==> src/rtl/axis_rx_pkg.sv <==
// Shared types for the AXI-Stream receive buffer: input FSM states, the
// default-geometry storage entry layout and the pointer-width helper.
package axis_rx_pkg;

  typedef enum logic [1:0] {
    IDLE       = 2'd0,
    WAIT_FIRST = 2'd1,
    IN_PACKET  = 2'd2
  } rx_state_t;

  localparam int RX_DATA_W = 64;
  localparam int RX_KEEP_W = RX_DATA_W / 8;
  localparam int RX_USER_W = 3;

  // Field order matches the packed word written into the FIFO memory.
  typedef struct packed {
    logic [RX_DATA_W-1:0] data;
    logic [RX_KEEP_W-1:0] keep;
    logic [RX_USER_W-1:0] user;
    logic                 last;
  } rx_entry_t;

  function automatic int ptr_w(input int depth);
    return (depth > 1) ? $clog2(depth) : 1;
  endfunction

endpackage

==> src/rtl/axis_rx_buffer_if.sv <==
// Stream-in and FWFT stream-out signal bundle of axis_rx_buffer.
// slave = receiver view, master = source/consumer view.
interface axis_rx_buffer_if #(
  parameter int DATA_WIDTH = 64,
  parameter int USER_WIDTH = 3
) ();
  logic [DATA_WIDTH-1:0]   TDATA;
  logic                    TVALID;
  logic                    TREADY;
  logic                    TLAST;
  logic [DATA_WIDTH/8-1:0] TKEEP;
  logic [USER_WIDTH-1:0]   TUSER;

  logic [DATA_WIDTH-1:0]   out_data;
  logic [DATA_WIDTH/8-1:0] out_keep;
  logic [USER_WIDTH-1:0]   out_user;
  logic                    out_last;
  logic                    out_valid;
  logic                    out_ready;

  modport slave (
    input  TDATA, TVALID, TLAST, TKEEP, TUSER, out_ready,
    output TREADY, out_data, out_keep, out_user, out_last, out_valid
  );

  modport master (
    output TDATA, TVALID, TLAST, TKEEP, TUSER, out_ready,
    input  TREADY, out_data, out_keep, out_user, out_last, out_valid
  );
endinterface

==> src/rtl/axis_rx_fifo_mem.sv <==
// Register-array storage for the receive FIFO: one synchronous write port,
// one asynchronous read port. No reset; contents are qualified by level.
module axis_rx_fifo_mem #(
  parameter int WIDTH = 76,
  parameter int DEPTH = 16,
  parameter int AW    = 4
) (
  input  logic             ACLK,
  input  logic             wr_en,
  input  logic [AW-1:0]    wr_addr,
  input  logic [WIDTH-1:0] wr_data,
  input  logic [AW-1:0]    rd_addr,
  output logic [WIDTH-1:0] rd_data
);

  logic [WIDTH-1:0] mem [DEPTH];

  always_ff @(posedge ACLK) begin
    if (wr_en) mem[wr_addr] <= wr_data;
  end

  assign rd_data = mem[rd_addr];

endmodule

==> src/rtl/axis_rx_buffer.sv <==
// AXI-Stream receiver with FWFT FIFO, backpressure and packet tracking.
// Define AXIS_RX_STORE_FWD_EN for store-and-forward release of packets.
module axis_rx_buffer
  import axis_rx_pkg::*;
#(
  parameter int DATA_WIDTH = 64,
  parameter int DEPTH      = 16,
  parameter int USER_WIDTH = 3
) (
  input  logic                   ACLK,
  input  logic                   ARESET,
  axis_rx_buffer_if.slave        s,
  output logic [$clog2(DEPTH):0] level,
  output logic                   rx_busy
);

  localparam int AW = ptr_w(DEPTH);
  localparam int LW = AW + 1;
  localparam int KW = DATA_WIDTH / 8;
  localparam int EW = DATA_WIDTH + KW + USER_WIDTH + 1;

  rx_state_t      state, state_nxt;
  logic [AW-1:0]  wr_ptr, rd_ptr;
  logic [LW-1:0]  level_q;
  logic           tready, out_valid, full, push, pop;
  logic [EW-1:0]  wr_data, rd_data;

  assign full   = (level_q == LW'(DEPTH));
  assign tready = (state != IDLE) && !full;
  assign push   = s.TVALID && tready;
  assign pop    = out_valid && s.out_ready;

  always_ff @(posedge ACLK) begin
    if (ARESET) begin
      state   <= IDLE;
      wr_ptr  <= '0;
      rd_ptr  <= '0;
      level_q <= '0;
    end else begin
      state <= state_nxt;
      if (push) wr_ptr <= wr_ptr + AW'(1);
      if (pop)  rd_ptr <= rd_ptr + AW'(1);
      if (push && !pop)      level_q <= level_q + LW'(1);
      else if (pop && !push) level_q <= level_q - LW'(1);
    end
  end

  always_comb begin
    state_nxt = state;
    unique case (state)
      IDLE:       state_nxt = WAIT_FIRST;
      WAIT_FIRST: if (push && !s.TLAST) state_nxt = IN_PACKET;
      IN_PACKET:  if (push && s.TLAST)  state_nxt = WAIT_FIRST;
      default:    state_nxt = IDLE;
    endcase
  end

`ifdef AXIS_RX_STORE_FWD_EN
  logic [LW-1:0] pkt_count;
  logic          push_last, pop_last;

  assign push_last = push && s.TLAST;
  assign pop_last  = pop && s.out_last;

  always_ff @(posedge ACLK) begin
    if (ARESET) begin
      pkt_count <= '0;
    end else if (push_last && !pop_last) begin
      pkt_count <= pkt_count + LW'(1);
    end else if (pop_last && !push_last) begin
      pkt_count <= pkt_count - LW'(1);
    end
  end

  // A full FIFO with no complete packet must drain cut-through or it deadlocks.
  assign out_valid = (pkt_count != '0) || full;
`else
  assign out_valid = (level_q != '0);
`endif

  assign wr_data = {s.TDATA, s.TKEEP, s.TUSER, s.TLAST};

  axis_rx_fifo_mem #(
    .WIDTH (EW),
    .DEPTH (DEPTH),
    .AW    (AW)
  ) u_mem (
    .ACLK    (ACLK),
    .wr_en   (push),
    .wr_addr (wr_ptr),
    .wr_data (wr_data),
    .rd_addr (rd_ptr),
    .rd_data (rd_data)
  );

  assign {s.out_data, s.out_keep, s.out_user, s.out_last} = rd_data;
  assign s.out_valid = out_valid;
  assign s.TREADY    = tready;
  assign level       = level_q;
  assign rx_busy     = (state == IN_PACKET);

endmodule

==> src/flat_wrapper.sv <==
// flat-port wrapper written by rule: the top's interface ports become plain ports
module axis_rx_buffer_flat import axis_rx_pkg::*;
#(
  parameter int DATA_WIDTH = 64,
  parameter int DEPTH      = 16,
  parameter int USER_WIDTH = 3
)
  (ACLK, ARESET, level, rx_busy, s_TDATA, s_TVALID, s_TLAST, s_TKEEP, s_TUSER, s_out_ready, s_TREADY, s_out_data, s_out_keep, s_out_user, s_out_last, s_out_valid);
  axis_rx_buffer_if #(.DATA_WIDTH(DATA_WIDTH), .USER_WIDTH(USER_WIDTH)) s_i ();
  input  logic ACLK;
  input  logic ARESET;
  output logic [$clog2(DEPTH):0] level;
  output logic rx_busy;
  input wire logic [$bits(s_i.TDATA)-1:0] s_TDATA;
  input wire logic [$bits(s_i.TVALID)-1:0] s_TVALID;
  input wire logic [$bits(s_i.TLAST)-1:0] s_TLAST;
  input wire logic [$bits(s_i.TKEEP)-1:0] s_TKEEP;
  input wire logic [$bits(s_i.TUSER)-1:0] s_TUSER;
  input wire logic [$bits(s_i.out_ready)-1:0] s_out_ready;
  output wire logic [$bits(s_i.TREADY)-1:0] s_TREADY;
  output wire logic [$bits(s_i.out_data)-1:0] s_out_data;
  output wire logic [$bits(s_i.out_keep)-1:0] s_out_keep;
  output wire logic [$bits(s_i.out_user)-1:0] s_out_user;
  output wire logic [$bits(s_i.out_last)-1:0] s_out_last;
  output wire logic [$bits(s_i.out_valid)-1:0] s_out_valid;
  assign s_i.TDATA = s_TDATA;
  assign s_i.TVALID = s_TVALID;
  assign s_i.TLAST = s_TLAST;
  assign s_i.TKEEP = s_TKEEP;
  assign s_i.TUSER = s_TUSER;
  assign s_i.out_ready = s_out_ready;
  assign s_TREADY = s_i.TREADY;
  assign s_out_data = s_i.out_data;
  assign s_out_keep = s_i.out_keep;
  assign s_out_user = s_i.out_user;
  assign s_out_last = s_i.out_last;
  assign s_out_valid = s_i.out_valid;
  axis_rx_buffer #(.DATA_WIDTH(DATA_WIDTH), .DEPTH(DEPTH), .USER_WIDTH(USER_WIDTH)) u_core (.ACLK(ACLK), .ARESET(ARESET), .s(s_i), .level(level), .rx_busy(rx_busy));
endmodule
==> config.mk <==
export PLATFORM = sky130hd
export DESIGN_NAME = axis_rx_buffer_flat
export DESIGN_NICKNAME = d
export VERILOG_FILES = /design/src/rtl/axis_rx_pkg.sv /design/src/rtl/axis_rx_buffer_if.sv /design/src/rtl/axis_rx_fifo_mem.sv /design/src/rtl/axis_rx_buffer.sv /design/src/flat_wrapper.sv
export SDC_FILE = /design/constraint.sdc
export NUM_CORES = 1
export LEC_CHECK = 0
export CORE_UTILIZATION = 46
export DETAILED_ROUTE_END_ITERATION = 16
export HOLD_SLACK_MARGIN = 0.03
export PLACE_DENSITY = 0.65
export SYNTH_ARGS = -nofsm -noshare
export SYNTH_HDL_FRONTEND = slang
export SYNTH_SLANG_ARGS = --single-unit
export TNS_END_PERCENT = 20
==> constraint.sdc <==
create_clock -name ACLK -period 17.13 [get_ports ACLK]
set_input_delay 3.426 -clock ACLK [delete_from_list [all_inputs] [get_ports ACLK]]
set_output_delay 3.426 -clock ACLK [all_outputs]
set_load 0.01 [all_outputs]
### Word level (Yosys, flattened, before mapping)

Memory sizes are Yosys's and may differ from the RTL's. A register that Yosys moved wholly into a read port is not among the register bits.
Cells that the tools add are included.

| word-level totals | value |
|---|---|
| output and inout bits | 84 |
| memories | 1 |
| register bits after elaboration | 15 |
| bits in writable memories | 1216 |
| bits of input ports | 80 |

Memories:

| name | depth | width | rd ports | clocked after Yosys merged registers in | write ports | line | text |
|---|---|---|---|---|---|---|---|
| u_core.u_mem.mem | 16 | 76 | 1 | 1 | 1 | axis_rx_fifo_mem.sv:16 | `logic [WIDTH-1:0] mem [DEPTH];` |

| operators by class | value |
|---|---|
| reduce and logical (&&, ||, !) cells | 16 |
| equal/unequal tests | 5 |
| mux-type cells | 9 |
| $add $sub $neg | 4 |

Operators with widths:

| operator | count |
|---|---|
| $mux W5 | 2 |
| $add A4 B1 Y4 const B | 2 |
| $mux W4 | 2 |
| $logic_and A1 B1 Y1 | 7 |
| $pmux W2 S3 | 1 |
| $add A5 B1 Y5 const B | 1 |
| $eq A5 B5 Y1 const B | 1 |
| $reduce_bool A5 Y1 | 1 |
| $sub A5 B1 Y5 const B | 1 |
| $logic_not A1 Y1 | 4 |
| $mux W2 | 2 |
| $ne A2 B1 Y1 const B | 2 |
| $reduce_bool A2 Y1 | 2 |
| $eq A2 B1 Y1 const B | 1 |
| $eq A2 B2 Y1 const B | 1 |
| $logic_not A2 Y1 | 1 |
| $mux W1 | 2 |
| $reduce_and A2 Y1 | 1 |

### Depth between registers and ports, before layout

Gate-level depths: netlist of the first run.

| depth | value |
|---|---|
| depth in word-level cells | 8 |
| mapped depth | 11 |
| gate-level depth less buffers | 10 |

### Cells and area by module

A second synthesis of the first run with hierarchy kept.

| second synthesis, totals | value |
|---|---|
| cell total of the unflattened synthesis | 1971 |
| area total of the unflattened synthesis | 46301.9 um^2 |

Modules (own cells, without submodules):

| module | sequential area each (um^2) | area each (um^2) | cells an instance | instances |
|---|---|---|---|---|
| axis_rx_fifo_mem | 36515.0 | 45461.1 | 1876 | 1 |
| axis_rx_buffer | 300.3 | 840.8 | 95 | 1 |

### Worst setup path before layout of the first run

Ideal clock, no wire load.

| path | value |
|---|---|
| kind | in2reg |
| start | input port s_TVALID |
| end | memory u_core.u_mem.mem[3][0] (enable) |
| slack | 7646 ps |
| setup time | 604 ps |
| data arrival time | 8880 ps |
| stages on the path | 3 |
| cells stage by stage | inv_1 a211o_1 nor3_1 |

| between the ends | value |
|---|---|
| longest elaborated chain between the ends | 3 |

Ends and longest elaborated chain:

| element | line | text |
|---|---|---|
| start: declaration | flat_wrapper.sv:15 | `input wire logic [$bits(s_i.TVALID)-1:0] s_TVALID;` |
| $logic_and A1 B1 Y1 | axis_rx_buffer.sv:30 | `assign push = s.TVALID && tready;` |
| $mux W1 | axis_rx_fifo_mem.sv:19 | `if (wr_en) mem[wr_addr] <= wr_data;` |
| $mux W1 (not written as such) | axis_rx_fifo_mem.sv:19 |  |
| end: declaration | axis_rx_fifo_mem.sv:16 |  |

Every way passes these cells.

==> results.cfg, run 1 <==
[clock_tree]
root_buffer = clkbuf_16
numCtsBuffers = 119
cts_sinks = 1235
cts_resized = 0
h-tree-depth = 3
cts_hold_buf = 0
cts_max_path_buffers = 3
clkTransAtPathRegs_ns = 0.06
cts_setup_buffers = 0
clkLatencyLatePin_ns = 0.69
cts_tree = done

[synthesis]
ys_seq_area_share_pct = 79.5
avgSynthCellArea_um2 = 23.5
synthesis.instances = 1977
synth_area_um2 = 46400
ys_ff_latch = 1235
synth.distinct_cells = 40
synth_warnings = 0
synth_edf_count = 1216
synth_fp_nets = 2067
async_reset_ff_share_pct = 0
ys.flop_type = edfxtp_1

[floorplan]
rows = 116
coreArea_um2 = 100000
die_area_um2 = 102000
ios = 164
die-width_um = 320
initial_core_util_pct = 46.4
die_y_um = 320

[global_routing]
grt_first_pass_wirelength_mm = 152
antenna_found_initial = 11
grt_overflow = 0
grt_usage_pct = 20.7
first_global_vias = 22600
grt_max_degree = 126

[placement]
dp_cells = 3362
numPortBuffers = 163
gp_congestion = 0.715
dp_hpwl_mm = 50.4

[sta]
skew_ns = 0.0246
slew_violations = 0
hold-worst-slack_ns = 0.559
timing.fmax_mhz = 120
setup_violations = 0
slew_headroom_pct = 26.0
hold_violations = 0
worst_slew_pin_slew_ns = 1.11
fin_crit_sh_pct = 48.8
tns_ns = 0
fin_crit_ns = 8.37
rsz0062_at_grt = false

[drt]
routedWlPerCell_um = 29.2
drtAntennaViolNets = 0
first_iter_violations = 2193
drt_pre_antenna_iters = 5
vias = 21400
vias_per_cell = 5.97
drc = 0
routed_wl_mm = 105

[power]
power_density_nw_per_um2 = 140
ir_worst_vdd_mv = 0.107
p_leak_nw = 16.4

[critical_path]
worst-path-max-fanout = 125
cpPeakStageDelay_ns = 0.92
crit_path_end_kind = output pin
crit_chain = buf_12 -> buf_12 -> mux4_2 -> a22oi_1 -> nand2_1 -> clkdlybuf4s50_1
critPathKind = reg2out
cp.buffers_inverters = 3
cp.required_ns = 13.70
crit_family = buffers and inverters
start_kind = flip-flop
crit_path_frequent_cell = buf_12
crit_path_top_delay_cell = dfxtp_4
worstPathArrival_ns = 4.94

[final_layout]
layout.cells.non_filler = 3583
drive_gt1_share_pct = 23.3
final_util_pct = 53.4
final_net_count = 2275
area_growth_pct = 15.0

[job]
max_cap_viol_count = 0

[min_path]
hp-class = reg2reg

[status]
outcome = finished, final reports clean
registers in the layout, indices dropped and copies added (netlist names), named ones only:
| register | cells |
|---|---|
| u_core.wr_ptr | 4 |
| u_core.u_mem.mem | 1216 |
| u_core.level | 5 |
| u_core.rd_ptr | 4 |
| u_core.state | 2 |
per-layer routing:
layer	wire [µm]	up-vias	GRT usage [%]
li1	-	8925	-
met1	43700	11600	28.4
met2	52300	680	34.3
met3	6250	156	3.91
met4	2270	18	5.16
met5	116	-	0
worst register-to-register path, delay by kind of cell (launching register included):
family | cells | cell delay (ns)
flops | 1 | 0.46
compound gates | 1 | 0.38
buf+inv | 2 | 1.31
simple gates | 2 | 1.02
final cells by class:
| class | instances | area, µm² |
|---|---|---|
| diodes | 1 | 2.50 |
| clock buffers | 142 | 3150 |
| clock inverters | 78 | 763 |
| fillers | 7490 | 46600 |
| inverters | 7 | 26.3 |
| multi-input cells | 629 | 9040 |
| flip-flops and latches | 1235 | 36900 |
| well taps | 1298 | 1620 |
| repair buffers | 193 | 1880 |
power breakdown:
| part | total (W) | leakage [nW] | switching [W] | internal, W |
|---|---|---|---|---|
| logic | 0.00141 | 3.42 | 0.000658 | 0.000757 |
| clock network | 0.00261 | 1.90 | 0.00109 | 0.00152 |
| registers | 0.00345 | 11.1 | 0.0000645 | 0.00338 |
| total | 0.00747 | 16.4 | 0.00181 | 0.00566 |
cell usage after synthesis (all sizes together), types with 6 or more instances:
| cell type | n | area, µm² |
|---|---|---|
| buf | 53 | 360 |
| clkbuf | 53 | 199 |
| ha | 9 | 113 |
| nor2 | 21 | 78.8 |
| inv | 7 | 26.3 |
| and3 | 15 | 93.8 |
| a22oi | 152 | 1140 |
| edfxtp | 1216 | 36500 |
| nor2b | 6 | 37.5 |
| dfxtp | 19 | 380 |
| mux4 | 304 | 6850 |
| nand2 | 78 | 293 |
cell usage in the layout, fill, tap and decap left out, types with 5 or more instances in the layout:
cell | netlist | layout
clkinv_1 | 0 | 27
a22oi_1 | 152 | 152
xor2_1 | 5 | 5
nand2_1 | 78 | 78
and3_4 | 0 | 14
bufinv_16 | 0 | 14
a21oi_1 | 5 | 5
clkbuf_1 | 53 | 19
inv_1 | 7 | 7
clkinv_2 | 0 | 22
ha_1 | 9 | 9
edfxtp_1 | 1216 | 1216
clkbuf_16 | 0 | 123
clkdlybuf4s50_1 | 0 | 163
mux4_2 | 304 | 304
nor2_1 | 21 | 20
dfxtp_1 | 19 | 17
clkinvlp_4 | 0 | 9
buf_4 | 12 | 28
logic make-up (layout without fill, tap and decap cells):
family          count (synthesis)  count (layout)  synth area share (%)
mux                           308             308                  14.8
simple gates                  133             133                  1.26
other cells                     0               1                     0
xor+xnor                        7               7                 0.132
flops                        1235            1235                  79.5
buf+inv                       113             420                  1.26
compound gates                171             171                  2.73
fa+ha+maj                      10              10                 0.286
metrics by stage:
stage | setup WS [ns] | power [W] | cell area, µm²
3_3_place_gp | 9.28 | 0.00493 | 49500
6_report | 8.76 | 0.00747 | 53400
2_1_floorplan | 7.65 | 0.00450 | 46400
3_5_place_dp | 9.33 | 0.00496 | 49500
5_1_grt | 8.30 | 0.00775 | 53400
4_1_cts | 8.56 | 0.00756 | 53400
worst paths after layout:
path	from	to	slack, ns	cells after the start
min	u_core.rd_ptr[3]	u_core.rd_ptr[3]	0.56	2
max reg2reg	u_core.level[0]	u_core.u_mem.mem[6][46]	13.56	5
max	flip-flop	s_out_data[63]	8.76	6
min reg2reg	u_core.rd_ptr[3]	u_core.rd_ptr[3]	0.56	2
Note: power is estimated with default switching activity, not from simulation.
==> run 2: changes to the inputs <==
clock period = 8.4 ns   (was 17.13 ns; I/O delays follow)
==> results.cfg, run 2 (synthesis gave the netlist of run 1 again) <==
[status]
outcome = finished, final reports clean

[drt]
vias_per_cell = 5.96
drt_pre_antenna_iters = 7
routedWlPerCell_um = 28.8
drc = 0
vias = 21400
drtAntennaViolNets = 0
first_iter_violations = 2162
routed_wl_mm = 103

[clock_tree]
clkLatencyLatePin_ns = 0.70
numCtsBuffers = 119
cts_tree = done
root_buffer = clkbuf_16
cts_setup_buffers = 0
cts_hold_buf = 0
h-tree-depth = 3
cts_sinks = 1235
clkTransAtPathRegs_ns = 0.06
cts_max_path_buffers = 3
cts_resized = 0

[floorplan]
coreArea_um2 = 100000
rows = 116
ios = 164
die_area_um2 = 102000
die-width_um = 320
die_y_um = 320
initial_core_util_pct = 46.4

[sta]
tns_ns = 0
fin_crit_ns = 5.96
timing.fmax_mhz = 168
fin_crit_sh_pct = 70.9
hold_violations = 0
setup_violations = 0
skew_ns = 0.0239
rsz0062_at_grt = false
worst_slew_pin_slew_ns = 1.21
slew_headroom_pct = 19.4
finalWorstSetupSlack_ns = 2.44
slew_violations = 0

[final_layout]
largest_reg_flops = 1216
design_area_um2 = 53200
layout_common_cells = edfxtp_1 (1,216), mux4_2 (304), clkdlybuf4s50_1 (163), a22oi_1 (152), clkbuf_16 (120)
final_common_cell = edfxtp_1
drive_gt1_share_pct = 22.6
final_net_count = 2278
area_growth_pct = 14.7
top_register = u_core.u_mem.mem

[power]
power_density_nw_per_um2 = 283
ir_worst_vdd_mv = 0.216
p_leak_nw = 16.4

[global_routing]
grt_first_pass_wirelength_mm = 151
grt_usage_pct = 20.4
grtUsageMet2_pct = 33.2
grt_max_degree = 166
grt-busiest-layer = met2
grt_overflow = 0
antenna_found_initial = 10
use_met3_pct = 4.35
first_global_vias = 22600
met1_usage_pct = 28.3

[critical_path]
r2r_start = u_core.level[0]
cp.required_ns = 6.72
worst-path-max-fanout = 45
critPathKind = reg2out
start_kind = flip-flop
worstPathArrival_ns = 4.28
crit_path_end_kind = output pin

[placement]
gp_congestion = 0.726
numPortBuffers = 163
place_area_um2 = 49500
dp_hpwl_mm = 51.8
place_ws_ns = 3.03

[min_path]
hp-class = reg2reg
hold_start = u_core.rd_ptr[3]

[job]
max_cap_viol_count = 0
[run 2: cell count changes in the layout (fill, tap and decap cells not counted), moves of 2 or more]
cell / before / now
clkinvlp_4: 9 / 1
buf_12: 2 / 4
bufinv_16: 14 / 8
clkinv_1: 27 / 36
clkbuf_1: 19 / 31
clkbuf_16: 123 / 120
clkinv_2: 22 / 18
inv_6: 2 / 4
clkinv_4: 3 / 0
[run 2: final cells by class]
type / instances / area, µm²
antenna: 1 / 2.50
clock buffer: 151 / 3120
clock inverter: 71 / 589
fill: 7433 / 46800
inverter: 7 / 26.3
multi-input combinational: 629 / 9040
sequential: 1235 / 36900
tap: 1298 / 1620
timing repair buffer: 196 / 1930
[run 2: path summary, 6_finish.rpt]
path | endpoint | slack (ns) | depth (start not counted)
hold / removal | u_core.rd_ptr[3] | 0.54 | 2
setup / recovery | s_out_data[12] | 2.44 | 5
hold reg to reg | u_core.rd_ptr[3] | 0.54 | 2
setup reg to reg | u_core.u_mem.mem[1][31] | 4.91 | 5
[run 2: routing by layer]
layer	routed length (µm)	vias up
li1	-	8903
met1	43100	11500
met2	51000	815
met3	7420	142
met4	1640	18
met5	103	-
[run 2: where the power goes]
group | switching [W] | internal, W
Clock | 0.00225 | 0.00287
Sequential | 0.000146 | 0.00690
Combinational | 0.00136 | 0.00156
[run 2: critical path: stages, from the launching register on]
cell and delay, ns:
dfxtp_4 1.07, buf_4 0.83, mux4_2 0.60, a22oi_1 0.27, nand2_1 0.18, clkdlybuf4s50_1 0.53
[run 2: through the flow]
| stage | hold slack [ns] | power [W] | util [%] | cells |
|---|---|---|---|---|
| floorplan | 0.485 | 0.00917 | - | 1977 |
| global placement | 0.526 | 0.0101 | 49.5 | 3365 |
| detailed placement | 0.520 | 0.0102 | 49.5 | 3365 |
| CTS | 0.539 | 0.0152 | 53.2 | 3587 |
| global route | 0.599 | 0.0156 | 53.2 | 3588 |
| finish | 0.539 | 0.0151 | 53.2 | 3588 |
